`src/rtl/flp_mul_pipe.sv`:
```
// Elastic three-stage floating point multiplier: unpack/classify, significand multiply, normalize/round/pack.
// Optional macro FLP_MUL_PIPE_EXC_EN adds the registered o_exc {invalid, overflow, underflow} output.
module flp_mul_pipe #(
  parameter int EWIDTH = 8,
  parameter int SWIDTH = 23
) (
  input  logic                     clk,
  input  logic                     nrst,
  input  logic [EWIDTH+SWIDTH:0]   i_a,
  input  logic [EWIDTH+SWIDTH:0]   i_b,
  input  logic                     i_valid,
  output logic                     o_ready,
  output logic [EWIDTH+SWIDTH:0]   o_p,
  output logic                     o_valid,
`ifdef FLP_MUL_PIPE_EXC_EN
  output logic [2:0]               o_exc,
`endif
  input  logic                     i_ready
);

  localparam int W  = EWIDTH + SWIDTH + 1;
  localparam int PW = 2 * SWIDTH + 2;
  localparam int XW = EWIDTH + 2;
  localparam logic signed [XW-1:0] BIAS = {3'b000, {(EWIDTH-1){1'b1}}};
  localparam logic signed [XW-1:0] EMAX = {2'b00, {EWIDTH{1'b1}}};
  localparam logic [W-1:0] QNAN = {1'b0, {EWIDTH{1'b1}}, 1'b1, {(SWIDTH-1){1'b0}}};

  // Round-to-nearest-even on a normalized significand (hidden bit already stripped).
  // Returns {carry, fraction}; a carry means the fraction wrapped to zero at the next binade.
  function automatic logic [SWIDTH:0] rne_round(input logic [PW-2:0] norm);
    logic [SWIDTH-1:0] frac;
    logic              rnd;
    frac = norm[PW-2 -: SWIDTH];
    rnd  = norm[SWIDTH] & ((|norm[SWIDTH-1:0]) | frac[0]);
    return {1'b0, frac} + {{SWIDTH{1'b0}}, rnd};
  endfunction

  function automatic logic [W-1:0] sat_pack(input logic sgn, input logic [2:0] cls,
                                            input logic signed [XW-1:0] exp,
                                            input logic [SWIDTH-1:0] frac);
    if (cls[2])           return QNAN;
    else if (cls[1])      return {sgn, {EWIDTH{1'b1}}, {SWIDTH{1'b0}}};
    else if (cls[0])      return {sgn, {(W-1){1'b0}}};
    else if (exp >= EMAX) return {sgn, {EWIDTH{1'b1}}, {SWIDTH{1'b0}}};
    else if (exp <= 0)    return {sgn, {(W-1){1'b0}}};
    else                  return {sgn, exp[EWIDTH-1:0], frac};
  endfunction

`ifdef FLP_MUL_PIPE_EXC_EN
  function automatic logic [2:0] exc_flags(input logic [2:0] cls, input logic signed [XW-1:0] exp);
    logic finite_nz;
    finite_nz = ~|cls;
    return {cls[2], finite_nz & (exp >= EMAX), finite_nz & (exp <= 0)};
  endfunction
`endif

  logic [EWIDTH-1:0] ea, eb;
  logic [SWIDTH-1:0] fa, fb;
  logic              en_p1, en_p2, en_p3;
  logic              vld_p1, vld_p2, vld_p3;

  assign ea = i_a[W-2 -: EWIDTH];
  assign eb = i_b[W-2 -: EWIDTH];
  assign fa = i_a[SWIDTH-1:0];
  assign fb = i_b[SWIDTH-1:0];

  // A stage may load when it is empty or its content moves on this edge.
  assign en_p3   = ~vld_p3 | i_ready;
  assign en_p2   = ~vld_p2 | en_p3;
  assign en_p1   = ~vld_p1 | en_p2;
  assign o_ready = en_p1;
  assign o_valid = vld_p3;

  // ---- stage 1: unpack and classify ----
  logic                     sgn_p1;
  logic [SWIDTH:0]          man_a_p1, man_b_p1;
  logic signed [XW-1:0]     exp_p1;
  logic [2:0]               cls_a_p1, cls_b_p1;  // {nan, inf, zero}

  always_ff @(posedge clk) begin
    if (en_p1 & i_valid) begin
      sgn_p1   <= i_a[W-1] ^ i_b[W-1];
      man_a_p1 <= {|ea, fa};
      man_b_p1 <= {|eb, fb};
      exp_p1   <= $signed({2'b00, ea}) + $signed({2'b00, eb}) - BIAS;
      cls_a_p1 <= {(&ea) & (|fa), (&ea) & ~(|fa), ~(|ea)};
      cls_b_p1 <= {(&eb) & (|fb), (&eb) & ~(|fb), ~(|eb)};
    end
  end

  // ---- stage 2: significand multiply ----
  logic                     sgn_p2;
  logic [PW-1:0]            prod_p2;
  logic signed [XW-1:0]     exp_p2;
  logic [2:0]               cls_p2;  // {nan or inf*zero, inf, zero}

  always_ff @(posedge clk) begin
    if (en_p2 & vld_p1) begin
      sgn_p2  <= sgn_p1;
      prod_p2 <= man_a_p1 * man_b_p1;
      exp_p2  <= exp_p1;
      cls_p2  <= {cls_a_p1[2] | cls_b_p1[2] | (cls_a_p1[1] & cls_b_p1[0]) | (cls_a_p1[0] & cls_b_p1[1]),
                  cls_a_p1[1] | cls_b_p1[1],
                  cls_a_p1[0] | cls_b_p1[0]};
    end
  end

  // ---- stage 3: normalize, round, pack into the output register ----
  logic                     msb;
  logic [PW-2:0]            norm;
  logic [SWIDTH:0]          rnd;
  logic signed [XW-1:0]     exp_n;
  logic [W-1:0]             res;

  assign msb   = prod_p2[PW-1];
  assign norm  = msb ? prod_p2[PW-2:0] : {prod_p2[PW-3:0], 1'b0};
  assign rnd   = rne_round(norm);
  assign exp_n = exp_p2 + $signed({{EWIDTH{1'b0}}, {1'b0, msb} + {1'b0, rnd[SWIDTH]}});
  assign res   = sat_pack(sgn_p2, cls_p2, exp_n, rnd[SWIDTH-1:0]);

  always_ff @(posedge clk or negedge nrst) begin
    if (!nrst) begin
      vld_p1 <= 1'b0;
      vld_p2 <= 1'b0;
      vld_p3 <= 1'b0;
      o_p    <= '0;
`ifdef FLP_MUL_PIPE_EXC_EN
      o_exc  <= '0;
`endif
    end else begin
      if (en_p1) vld_p1 <= i_valid;
      if (en_p2) vld_p2 <= vld_p1;
      if (en_p3) vld_p3 <= vld_p2;
      if (en_p3 & vld_p2) begin
        o_p   <= res;
`ifdef FLP_MUL_PIPE_EXC_EN
        o_exc <= exc_flags(cls_p2, exp_n);
`endif
      end
    end
  end

endmodule

```
`config.mk`:
```
export PLATFORM = sky130hd
export DESIGN_NAME = flp_mul_pipe
export DESIGN_NICKNAME = d
export VERILOG_FILES = /design/src/rtl/flp_mul_pipe.sv
export SDC_FILE = /design/constraint.sdc
export NUM_CORES = 2
export LEC_CHECK = 0
export ABC_AREA = 1
export ABC_CLOCK_PERIOD_IN_PS = 7510
export BUFFER_PORTS_ARGS = -buffer_cell sky130_fd_sc_hd__buf_4
export CAP_MARGIN = 25
export CORE_MARGIN = 4
export CORE_UTILIZATION = 55
export CTS_CLUSTER_DIAMETER = 150
export DETAILED_ROUTE_END_ITERATION = 6
export GPL_ROUTABILITY_DRIVEN = 0
export GPL_TIMING_DRIVEN = 0
export PLACE_DENSITY = 0.8
export SLEW_MARGIN = 20
export SYNTH_ARGS = -nofsm -noshare
export SYNTH_HDL_FRONTEND = slang
export SYNTH_SLANG_ARGS = --single-unit
export TNS_END_PERCENT = 5
```
`constraint.sdc`:
```
create_clock -name clk -period 7.51 [get_ports clk]
set_input_delay 1.502 -clock clk [delete_from_list [all_inputs] [get_ports clk]]
set_output_delay 1.502 -clock clk [all_outputs]
set_load 0.005 [all_outputs]
```
; ---- After elaboration in Yosys (flattened, before gate mapping)
; Cells that the tools add are included.
[word_totals]
regBits = 162
output_inout_bits = 34
in_bits = 68
[classes]
reduce_logical = 7
mux = 6
n_bitwise = 27
magnitude_cmp = 2
mul = 1
add_sub_neg = 5
[op_table]
columns = operator, n
row1 = 2-to-1 mux 31 bit, 4
row2 = OR reduction 23 bit, 3
row3 = multiplier 24 x 24 -> 48 bit, 1
row4 = 2-to-1 mux 47 bit, 1
row5 = 2-to-1 mux 32 bit, 1
row6 = adder 23 x 1 -> 24 bit, 1
row7 = AND reduction 8 bit, 2
row8 = OR reduction 8 bit, 2
row9 = adder 10 x 3 -> 10 bit, 1
row10 = bitwise AND 1 bit, 10
row11 = greater-or-equal comparator 10 x 9 -> 1 bit (second input constant), 1
row12 = less-or-equal comparator 10 x 1 -> 1 bit (second input constant), 1
row13 = subtractor 9 x 7 -> 10 bit (second input constant), 1
row14 = adder 8 x 8 -> 9 bit, 1
row15 = bitwise OR 1 bit, 9
row16 = NOT 1 bit, 7
row17 = adder 1 x 1 -> 2 bit, 1
row18 = XOR 1 bit, 1

; ---- Longest topological paths before layout
[depth]
ltp_word = 13
mapped_depth = 30
mapped_depth_nobuf = 29

; ---- Worst setup path after synthesis
; No wires, ideal clock.
[synth_timing]
path_kind = reg-to-reg
from = register man_b_p1[3]
to = register prod_p2[33] (data pin)
n_path_buf = 1
stages_incl_launch_ff = 27
setup_time_ps = 252
path_slack_ps = 1347
arrival_time_ps = 5911
cell_sequence = edfxtp_1 clkbuf_1 nand2_1 fa_1 inv_1 fa_1 inv_1 fa_1 inv_1 fa_1 inv_1 fa_1 inv_1 fa_1 inv_1 fa_1 inv_1 ha_1 nand2_1 nor2_1 inv_1 o21ai_0 nor2_1 o21ai_0 nand2_1 nand3_1 nand2_1
[synth_between]
elab_chain_len = 1
[synth_rtl]
columns = item, line_no
row1 = "start, declared", 76  ; logic [SWIDTH:0] man_a_p1, man_b_p1;
row2 = "start signal, assigned", 84  ; man_b_p1 <= {|eb, fb};
row3 = multiplier 24 x 24 -> 48 bit, 100  ; prod_p2 <= man_a_p1 * man_b_p1;
row4 = "end signal, assigned", 100
row5 = "end, declared", 93  ; logic [PW-1:0] prod_p2;
; No other way between the ends.
; A chain may end at the register's enable or synchronous reset.

; ---- Worst setup path in the final report
[layout_timing]
from = register man_b_p1[11]
to = register prod_p2[43] (data pin)
; Same word-level chain as after synthesis.

==> impl_metrics.json <==
{
  "tns_ns": 0,
  "totalWireLength_um": 77400,
  "h-tree-depth": 4,
  "synth_cell_type_count": 49,
  "crit_family": "adder cells",
  "grt.total_usage": 0.299,
  "core-area_um2": 48800,
  "nets": 4189,
  "grt.overflow.total": 0,
  "worst_slew_pin_slew_ns": 1.04,
  "r2r_cells": 22,
  "vias": 22300,
  "max_freq_mhz": 137,
  "clockRootBuffer": "clkbuf_16",
  "postRouteAntennaNets": 0,
  "die_x_um": 230,
  "maxCapViolations": 0,
  "reg2reg_slack_ns": 0.23,
  "critPathKind": "flip-flop to flip-flop",
  "critPathRequiredTime_ns": 7.72,
  "die_y_um": 230,
  "path_clk_slew_ns": 0.08,
  "cts.sinks": 162,
  "slowest_stage": "clkbuf_1",
  "clk_latency_ns": 0.48,
  "mostFrequentLayoutCells": "inv_1, nand2_1, fa_1, ha_1, nor2_1",
  "fin_crit_sh": 0.969,
  "antenna_found_initial": 2,
  "clock_skew_ns": 0.0211,
  "syn_avg_cell_area_um2": 8.19,
  "finalSetupViolCount": 0,
  "ys.flop_type": "edfxtp_1",
  "cp-start-kind": "flip-flop",
  "clk_path_buf_depth": 2,
  "endpoint_kind": "flip-flop",
  "first_iter_violations": 2550,
  "finalInstanceArea_um2": 29500,
  "critPathArrivalTime_ns": 7.49,
  "die-area_um2": 53000,
  "synth_area_um2": 27200,
  "cp_slowest_stage_delay_ns": 0.69,
  "synth_nets": 4065,
  "syn_inst": 3320,
  "drc": 0,
  "hp-start": "exp_p1[6]$_DFFE_PP_",
  "grt_max_degree": 63,
  "grt_pass1_vias": 22800,
  "wl_per_cell_um": 18.8,
  "placementRows": 81,
  "path_buf_inv": 7,
  "hp-class": "flip-flop to flip-flop",
  "rsz0062_at_grt": "no",
  "ys_ff_latch": 162,
  "synth.yosys.warnings": 0,
  "drive_gt1_frac": 0.0628,
  "async_flop_share": 0.216,
  "start_util": 0.556,
  "holdPathEnd": "exp_p2[6]$_DFFE_PP_",
  "grt_first_pass_wirelength_um": 122000,
  "crit_path_cell_trace": "clkbuf_1, nand2_1, inv_1, fa_1, fa_1, inv_1, fa_1, fa_1, inv_1, fa_1, fa_1, inv_1, fa_1, inv_1, ha_1, nand2_1, nor2_1, inv_1, nor4_1, nand4_1, nand3_1, xor2_1",
  "ys_seq_area_frac": 0.173,
  "ioPinCount": 102,
  "maxSlewViolCount": 0,
  "relSlewSlack": 0.304,
  "dp.final_hpwl_um": 63800,
  "status": "complete, no violations",
  "cts_tree": "yes",
  "synth_edf_count": 127,
  "final_common_cell": "inv_1",
  "port_buffers": 101,
  "area_growth_pct": 8.42,
  "critical_path.max_fanout": 10,
  "drt_first_pass_iters": 6,
  "via_per_inst": 5.42,
  "period_needed_ns": 7.28,
  "hold_violations": 0,
  "nFillCells": 4170,
  "r2r_start": "man_b_p1[11]$_DFFE_PP_",
  "cts_buffers": 17,
  "post_dp_cell_area_um2": 28800,
  "min_path_cells": 0,
  "cp_common_cell": "fa_1",
  "timing.rr.end": "prod_p2[43]$_DFFE_PP_"
}
[how the worst max path moves through the flow]
stage,startpoint,to,slack [ns],cells past startpoint
floorplan,man_b_p1[3]$_DFFE_PP_,prod_p2[33]$_DFFE_PP_,1.35,26
global placement,man_a_p1[14]$_DFFE_PP_,prod_p2[33]$_DFFE_PP_,0.14,26
detailed placement,man_a_p1[14]$_DFFE_PP_,prod_p2[33]$_DFFE_PP_,0.01,26
CTS,man_a_p1[14]$_DFFE_PP_,prod_p2[33]$_DFFE_PP_,0.002,26
global route,man_b_p1[6]$_DFFE_PP_,prod_p2[33]$_DFFE_PP_,0.002,26
finish,man_b_p1[11]$_DFFE_PP_,prod_p2[43]$_DFFE_PP_,0.23,22
[synth_stat cells, types with 2 or more instances]
cell      count  area share
o21ai_2      13      0.0042
a31oi_1       7      0.0016
nor3_1       18      0.0033
and2_1        3     0.00069
buf_2         5     0.00092
nor3_2        2     0.00074
a21oi_1      70       0.013
nand2_2       8      0.0018
o21bai_1      2     0.00055
xnor2_1      17      0.0055
nor2_4        2     0.00083
dfrtp_1      35       0.032
edfxtp_1    127        0.14
inv_1       965        0.13
nand4_1      18      0.0041
nand3b_1      9      0.0025
fa_1        484        0.36
nor4_1       19      0.0044
o21ai_1      13      0.0024
buf_4         2     0.00055
o211ai_1      3     0.00083
and3_1        4     0.00092
nand2_1     866        0.12
clkbuf_1     98       0.014
inv_2         8      0.0011
xor2_1       46       0.015
nand3_1      50      0.0092
clkinv_1      2     0.00028
ha_1        193       0.089
o21ai_0      54      0.0099
nor2_1      133       0.018
nand3_4       2      0.0013
o21a_1       13      0.0036
a21o_1        7      0.0019
nor2_2        8      0.0018
[cell families (layout without fill, tap and decap cells)]
| logic type | count (synthesis) | in the layout | synth area share |
|---|---|---|---|
| and+or+nand+nor | 1147 | 1147 | 0.171 |
| buffers and inverters | 1082 | 1219 | 0.151 |
| adders and majority gates | 677 | 677 | 0.445 |
| AOI/OAI and AO/OA | 189 | 189 | 0.0400 |
| DFF | 162 | 162 | 0.173 |
| xor gates and xnor gates | 63 | 63 | 0.0203 |
| other | 0 | 2 | 0 |
[flip-flops by register name (all words and copies together) (netlist names)]
signal / cells
cls_a_p1: 3
cls_b_p1: 3
cls_p2: 3
exp_p1: 10
exp_p2: 10
man_a_p1: 24
man_b_p1: 24
o_p: 32
o_valid: 1
prod_p2: 48
sgn_p1: 1
sgn_p2: 1
vld_p1: 1
vld_p2: 1
[worst register-to-register path, stage by stage, from the launching register on]
cell      delay, ns
edfxtp_1       0.67
clkbuf_1       0.69
nand2_1        0.12
inv_1          0.11
fa_1           0.49
fa_1           0.58
inv_1          0.06
fa_1           0.49
fa_1           0.55
inv_1          0.06
fa_1           0.46
fa_1           0.49
inv_1          0.05
fa_1           0.58
inv_1          0.07
ha_1           0.38
nand2_1        0.12
nor2_1         0.16
inv_1          0.09
nor4_1         0.43
nand4_1        0.14
nand3_1        0.16
xor2_1         0.09
[cell type report]
cell class | count | area, µm² | share of cell area
multi-input combinational | 2076 | 18400 | 0.625
sequential | 162 | 4690 | 0.159
inverter | 975 | 3660 | 0.124
tap | 664 | 831 | 0.0282
timing repair buffer | 106 | 816 | 0.0277
buffer | 106 | 462 | 0.0157
clock buffer | 18 | 429 | 0.0146
clock inverter | 14 | 168 | 0.00569
antenna | 2 | 5.00 | 0.000170
[per-stage QoR]
step / std cells / hold slack (ns) / utilization / setup slack (ns)
after CTS: 4118 / 0.415 / 0.602 / 0.00199
final: 4123 / 0.414 / 0.603 / 0.229
after global placement: 4085 / 0.401 / 0.589 / 0.141
after global routing: 4121 / 0.421 / 0.603 / 0.00195
after floorplan: 3320 / 0.400 / - / 1.35
after detailed placement: 4086 / 0.405 / 0.590 / 0.0146
[metal layers]
| metal | wire length (µm) | track usage | share of wire | up-vias |
|---|---|---|---|---|
| li1 | - | - | - | 9903 |
| met1 | 27800 | 0.374 | 0.36 | 10700 |
| met2 | 35100 | 0.471 | 0.45 | 1378 |
| met3 | 9260 | 0.0851 | 0.12 | 349 |
| met4 | 5220 | 0.166 | 0.067 | 2 |
| met5 | 18 | 0 | 0.00023 | - |
[what timing repair did]
item	in CTS	in global routing
setup endpoints to repair	0	26
setup buffers	0	4
resized for setup	0	52
hold buffers	0	0
Power is left out: the tool's default activity adds up to more than one toggle a clock period on the data nets, which glitch-free logic cannot reach.
